===== src/rtl/micro_sequencer_pkg.sv =====
// micro_sequencer_pkg: next-address type encodings, FSM states and decode-address framing
package micro_sequencer_pkg;
  typedef enum logic [1:0] {
    TIPO_NEXT   = 2'b00,
    TIPO_JUMP   = 2'b01,
    TIPO_DECODE = 2'b10,
    TIPO_RETURN = 2'b11
  } tipo_e;
  typedef enum logic [1:0] {S_BOOT, S_RUN, S_WAIT, S_HALT} state_e;
  localparam logic DECODE_PREFIX = 1'b1;
  localparam logic [1:0] DECODE_SUFFIX = 2'b00;
endpackage


===== src/rtl/micro_return_stack.sv =====
// micro_return_stack: LIFO of micro-subroutine return addresses; full push and empty pop are no-ops
module micro_return_stack #(
  parameter int WIDTH = 11,
  parameter int DEPTH = 4
) (
  input  logic             clk,
  input  logic             rst_n,
  input  logic             push,
  input  logic             pop,
  input  logic [WIDTH-1:0] pushData,
  output logic [WIDTH-1:0] topData,
  output logic             full,
  output logic             empty
);
  localparam int PW = $clog2(DEPTH);
  logic [WIDTH-1:0] mem [DEPTH];
  logic [PW:0] count;
  logic [PW-1:0] topIdx;
  assign full = count == (PW+1)'(DEPTH);
  assign empty = count == '0;
  assign topIdx = PW'(count - 1'b1);
  assign topData = mem[topIdx];
  always_ff @(posedge clk or negedge rst_n)
    if (!rst_n) count <= '0;
    else if (push && !full) count <= count + 1'b1;
    else if (pop && !empty) count <= count - 1'b1;
  always_ff @(posedge clk)
    if (push && !full) mem[count[PW-1:0]] <= pushData;
endmodule


===== src/rtl/micro_sequencer.sv =====
// micro_sequencer: control-store next-address sequencer with stall/halt FSM
// Return stack (call/return) is built only when MICRO_SEQUENCER_CALL_STACK_EN is defined.
module micro_sequencer
  import micro_sequencer_pkg::*;
#(
  parameter int MICRO_SEQUENCER_CSADDR      = 11,
  parameter int MICRO_SEQUENCER_TIPO        = 2,
  parameter int MICRO_SEQUENCER_OPFIELD     = 8,
  parameter int MICRO_SEQUENCER_STACK_DEPTH = 4
) (
  input  logic                               MICRO_SEQUENCER_CLOCK_50,
  input  logic                               MICRO_SEQUENCER_ResetInLow_In,
  input  logic [MICRO_SEQUENCER_TIPO-1:0]    MICRO_SEQUENCER_Tipo_InBus,
  input  logic [MICRO_SEQUENCER_CSADDR-1:0]  MICRO_SEQUENCER_JumpAddr_InBus,
  input  logic [MICRO_SEQUENCER_OPFIELD-1:0] MICRO_SEQUENCER_OpField_InBus,
  input  logic                               MICRO_SEQUENCER_Call_In,
  input  logic                               MICRO_SEQUENCER_Wait_In,
  input  logic                               MICRO_SEQUENCER_Halt_In,
  output logic [MICRO_SEQUENCER_CSADDR-1:0]  MICRO_SEQUENCER_CsAddr_OutBus,
  output logic                               MICRO_SEQUENCER_Stalled_Out,
  output logic                               MICRO_SEQUENCER_Halted_Out,
  output logic                               MICRO_SEQUENCER_Error_Out
);
  localparam int AW = MICRO_SEQUENCER_CSADDR;
  localparam int DW = MICRO_SEQUENCER_OPFIELD + 3;
  state_e state, stateNext;
  tipo_e tipo;
  logic [AW-1:0] addr, addrNext, decAddr;
  logic [DW-1:0] decFull;
  logic advance, errSet, error, stalled, halted;
  assign tipo = tipo_e'(MICRO_SEQUENCER_Tipo_InBus[1:0]);
  assign decFull = {DECODE_PREFIX, MICRO_SEQUENCER_OpField_InBus, DECODE_SUFFIX};
  assign decAddr = AW'(decFull);
  // Leaving WAIT applies the Tipo on the same edge, so RUN and WAIT advance alike.
  assign advance = (state == S_RUN || state == S_WAIT) && !MICRO_SEQUENCER_Halt_In && !MICRO_SEQUENCER_Wait_In;
`ifdef MICRO_SEQUENCER_CALL_STACK_EN
  logic stkPush, stkPop, stkFull, stkEmpty;
  logic [AW-1:0] stkTop;
  assign stkPush = advance && tipo == TIPO_JUMP && MICRO_SEQUENCER_Call_In;
  assign stkPop = advance && tipo == TIPO_RETURN;
  micro_return_stack #(.WIDTH(AW), .DEPTH(MICRO_SEQUENCER_STACK_DEPTH)) uStack (
    .clk(MICRO_SEQUENCER_CLOCK_50),
    .rst_n(MICRO_SEQUENCER_ResetInLow_In),
    .push(stkPush),
    .pop(stkPop),
    .pushData(addr + 1'b1),
    .topData(stkTop),
    .full(stkFull),
    .empty(stkEmpty)
  );
`else
  logic unusedCall;
  assign unusedCall = MICRO_SEQUENCER_Call_In;
`endif
  always_comb begin
    stateNext = state == S_BOOT ? S_RUN :
                state == S_HALT ? S_HALT :
                MICRO_SEQUENCER_Halt_In ? S_HALT :
                MICRO_SEQUENCER_Wait_In ? S_WAIT : S_RUN;
    addrNext = addr;
    errSet = 1'b0;
    if (advance)
      case (tipo)
        TIPO_JUMP: begin
          addrNext = MICRO_SEQUENCER_JumpAddr_InBus;
`ifdef MICRO_SEQUENCER_CALL_STACK_EN
          errSet = stkPush && stkFull;
`endif
        end
        TIPO_DECODE: addrNext = decAddr;
`ifdef MICRO_SEQUENCER_CALL_STACK_EN
        TIPO_RETURN: begin
          addrNext = stkEmpty ? '0 : stkTop;
          errSet = stkEmpty;
        end
`endif
        default: begin
          addrNext = addr + 1'b1;
          errSet = &addr;
        end
      endcase
  end
  always_ff @(posedge MICRO_SEQUENCER_CLOCK_50 or negedge MICRO_SEQUENCER_ResetInLow_In)
    if (!MICRO_SEQUENCER_ResetInLow_In) begin
      state <= S_BOOT;
      addr <= '0;
      error <= 1'b0;
      stalled <= 1'b0;
      halted <= 1'b0;
    end else begin
      state <= stateNext;
      addr <= addrNext;
      error <= error | errSet;
      stalled <= stateNext == S_WAIT;
      halted <= stateNext == S_HALT;
    end
  assign MICRO_SEQUENCER_CsAddr_OutBus = addr;
  assign MICRO_SEQUENCER_Stalled_Out = stalled;
  assign MICRO_SEQUENCER_Halted_Out = halted;
  assign MICRO_SEQUENCER_Error_Out = error;
endmodule


===== config.mk =====
export PLATFORM = sky130hd
export DESIGN_NAME = micro_sequencer
export DESIGN_NICKNAME = d
export VERILOG_FILES = /design/src/rtl/micro_sequencer_pkg.sv /design/src/rtl/micro_return_stack.sv /design/src/rtl/micro_sequencer.sv
export SDC_FILE = /design/constraint.sdc
export NUM_CORES = 1
export LEC_CHECK = 0
export CAP_MARGIN = 20
export CORE_MARGIN = 2
export CORE_UTILIZATION = 45
export CTS_CLUSTER_DIAMETER = 60
export DETAILED_ROUTE_END_ITERATION = 10
export PLACE_DENSITY = 0.83
export RECOVER_POWER = 50
export SYNTH_ARGS = -nofsm -noshare
export SYNTH_HDL_FRONTEND = slang
export SYNTH_SLANG_ARGS = --single-unit

===== constraint.sdc =====
create_clock -name MICRO_SEQUENCER_CLOCK_50 -period 3.1 [get_ports MICRO_SEQUENCER_CLOCK_50]
set_input_delay 0.465 -clock MICRO_SEQUENCER_CLOCK_50 [delete_from_list [all_inputs] [get_ports MICRO_SEQUENCER_CLOCK_50]]
set_output_delay 0.465 -clock MICRO_SEQUENCER_CLOCK_50 [all_outputs]
set_load 0.01 [all_outputs]

==> impl_summary.md <==
Outcome
The run finished with clean final reports.

Synthesis
The synthesized netlist net count is 137. In the post-synthesis netlist, the biggest area contributors are dfrtp_1, a221oi_1, ha_1. Dividing the synthesized area by the synthesized cell count gives 9.313 um2. The post-synthesis instance area is 987.2 um2. Sequential elements use a little over 40% of the synthesized area. The number of distinct library cells after synthesis is 29.

During synthesis, Yosys emitted a total of 0 warnings. Synthesis inferred 16 register bits. The cell type contributing the most total cell area after synthesis is dfrtp_1. The number of instances in the synthesized netlist is ~110. The fraction of post-synthesis cell area in the top cell type by area is 40.56%.

Worst setup path
The type of element capturing the critical path is a register. Along the worst path, the maximum fanout reaches 12. In this run the register-to-register setup slack is 1.15 ns.

Data on the critical path arrives at its endpoint at 2.18 ns. The cell with the largest stage delay on the worst path is dlygate4sd3_1. The highest cell delay on the worst timing path is 0.60 ns.

The critical path contains buffers and inverters numbering 2 combined. The cell class contributing the biggest share of worst-path delay is buffers and inverters. The setup path with the least slack is of type in2reg.

The critical path data required time is 3.22 ns. The worst setup path is launched from a primary input. Traced cell by cell, the critical path runs through dlygate4sd3_1, nor3b_2, buf_4, nand2_1, mux2i_1, a221oi_1.

STA
Of the available clock period, the critical path in the final layout requires 66.57%. In this run the tightest slew margin relative to its limit is 50.36%. Setup violations remaining at the end of the flow were counted as 0. The setup TNS is 0 ns. Setup repair after global routing left no endpoint under its margin. For this run, the top clock speed supported by timing is between 0.4 and 0.5 GHz.

The worst setup skew after layout is 0.004329 ns. The measured slew at the worst slew-check pin is 0.7422 ns. The worst path setup slack after routing is 1.036 ns. The number of failing hold endpoints at the final stage is 0. The count of pins over their slew limit was 0. The final critical delay including setup and external delays is 2.064 ns.

Power and ir drop
The share of total power in sequential cells is 52.9%. The net switching power is 0.1091 mW. The cell-internal power is 0.3130 mW. The worst-case IR drop observed on VDD is 0.0002529 V. The sum of internal, switching and leakage power is 0.4222 mW.

The combinational power share is a little over a fifth. The power density normalized to cell area is ~300 nW/um2. The clock network is responsible for approximately a quarter of the overall power.

The switching fraction of total power is 25.85%. The static power due to leakage is 0.6100 nW.

Cells and area
The number of antenna diodes in the final layout is 0. For this run, the share of the core covered by cells in the final layout is around 69%. The sequential cell area is around 400 um2. Fill cells in the final layout number 183.

The area growth from synthesis to layout is 41.44%. The footprint of the multi-input gates is 529.3 um2. The post-route cell area is ~1400 um2. Leaving out fill and tap cells, the most frequent cell in the layout is clkdlybuf4s50_1.

In the layout the commonest cells are clkdlybuf4s50_1, dfrtp_1, nand2_1. Cells with a size suffix above 1 make up 5.634% of the layout. After the last flow step, the layout net total stands at 175.

Clock network
Hold repair after CTS inserted 0 buffers. The count of cells resized by post-cts repair is 0. The number of buffers inserted by post-CTS setup repair is 0. The tree is rooted in a clkbuf_4.

After clock tree synthesis, the clock-pin slew on the worst setup and hold paths is 0.09 ns. The clock passes through at most 2 buffers. CTS built an H-tree with a depth of 1. TritonCTS created 3 clock buffers. TritonCTS built the clock tree.

The clock latency reported for the late side of the worst-skew pair is 0.28 ns. Counting every sink on the clock net gives 16.

Job
Max-cap violations in this run came to 0.

GRT
The number of global-route vias before repair was ~1000. The total routing usage reported by global routing is 22.56%. The residual overflow from global routing is 0. The pin count of the biggest net entering global routing is 24. The number of antenna violations at the first check in global routing was 0. The first-pass GRT wire length is between 4000 and 5000 um.

Route
The number of search-and-repair iterations in the first detailed-routing pass is 4. Using the TritonRoute via totals, the vias-per-cell ratio works out to 5.710. In this run, the number of DRC markers left after iteration 0 of detailed routing was 23. In this run the remaining antenna-violating nets after routing total 0. The overall via count from detail_route is between 900 and 1000. After detailed routing, the number of remaining DRC violations is 0. The detail-routed net length per standard cell is between 10 and 15 um. Summed over all layers, the routed wires come to around 2500 um.

Floorplan
The total I/O pin count is 40. The initial cell density of the core is 48.82%. The die covers 2584 um2. The area inside the core boundary is 2022 um2. The die is between 50 and 60 um wide. The vertical extent of the die is 50.84 um. The standard-cell row count is 16.

Place
The final estimated routing congestion in global placement is around 0.80. Detailed placement finished with a half-perimeter wire length of 1883 um. In this run the cell area measured after placement is ~1400 um2. The post-place setup slack is 0.7759 ns. In this run the tool buffered the top-level ports with 38 buffer cells.

Min path
The tightest min-delay check is of the reg2reg type.
## per-stage QoR
step / hold slack, ns / instances
2_1_floorplan: 0.1694 / 106
3_3_place_gp: 0.4560 / 166
3_5_place_dp: 0.4747 / 166
4_1_cts: 0.4956 / 169
5_1_grt: 0.5131 / 169
6_report: 0.4991 / 169
## flip-flops by register name (all words and copies together) (netlist names)
signal / count
MICRO_SEQUENCER_Stalled_Out: 1
MICRO_SEQUENCER_CsAddr_OutBus: 11
MICRO_SEQUENCER_Halted_Out: 1
state: 2
MICRO_SEQUENCER_Error_Out: 1
## cell usage after synthesis
cell type  instances
o22ai_1            3
a41o_1             1
clkbuf_1           3
a22o_1             2
and4_4             1
mux2i_1            6
o22a_1             2
dfrtp_1           16
buf_4              1
buf_6              1
nand4_1            1
mux2_2             1
nand3_1            3
nand2b_1           2
inv_1              6
nor3b_2            1
o21ai_0            1
nor4b_1            1
a221oi_1           9
a31oi_1            2
a21o_1             1
buf_2              1
nor3_1             1
ha_1               5
nor2_1            11
a21oi_1            9
nand2_1           12
and3_2             1
and4_1             2
## worst paths after layout
kind	from	to	depth (start not counted)
max	MICRO_SEQUENCER_Halt_In	MICRO_SEQUENCER_CsAddr_OutBus[7]	6
min	MICRO_SEQUENCER_Error_Out	MICRO_SEQUENCER_Error_Out	1
max reg2reg	state[1]	MICRO_SEQUENCER_CsAddr_OutBus[7]	7
min reg2reg	MICRO_SEQUENCER_Error_Out	MICRO_SEQUENCER_Error_Out	1
max in group asynchronous	MICRO_SEQUENCER_ResetInLow_In	MICRO_SEQUENCER_CsAddr_OutBus[2]	1
min in group asynchronous	MICRO_SEQUENCER_ResetInLow_In	MICRO_SEQUENCER_CsAddr_OutBus[6]	1
## power groups by stage
stage / registers (mW) / logic [mW] / clock network (mW)
after floorplan: 0.228 / 0.0348 / 0
after global placement: 0.226 / 0.0899 / 0
after detailed placement: 0.227 / 0.0913 / 0
after CTS: 0.223 / 0.0918 / 0.110
after global routing: 0.224 / 0.0996 / 0.119
final: 0.223 / 0.0910 / 0.108
## per-layer routing
| layer | vias up | global-route usage [%] | share of wire [%] |
|---|---|---|---|
| met2 | 35 | 40.79 | 50 |
| met1 | 465 | 28.38 | 44 |
| met4 | 0 | 6.306 | 0.52 |
| met5 | - | 0 | 0 |
| li1 | 463 | - | - |
| met3 | 2 | 2.632 | 5.0 |
## final cells by class
type / instances / area share (%)
multi-input combinational: 78 / 37.90
sequential: 16 / 28.67
timing repair buffer: 39 / 27.78
tap: 27 / 2.419
clock buffer: 3 / 1.613
inverter: 6 / 1.613
## kinds of logic (layout without fill, tap and decap cells)
| logic type | Yosys count | count (layout) | synth area share, % |
|---|---|---|---|
| AO/OA/AOI/OAI | 30 | 30 | 21.55 |
| adder cells (fa/ha/maj) | 5 | 5 | 6.337 |
| buffers and inverters | 12 | 48 | 5.830 |
| flip-flops | 16 | 16 | 40.56 |
| multiplexers | 7 | 7 | 7.224 |
| AND/OR/NAND/NOR | 36 | 36 | 18.50 |
Power figures use the tool's default switching activity.
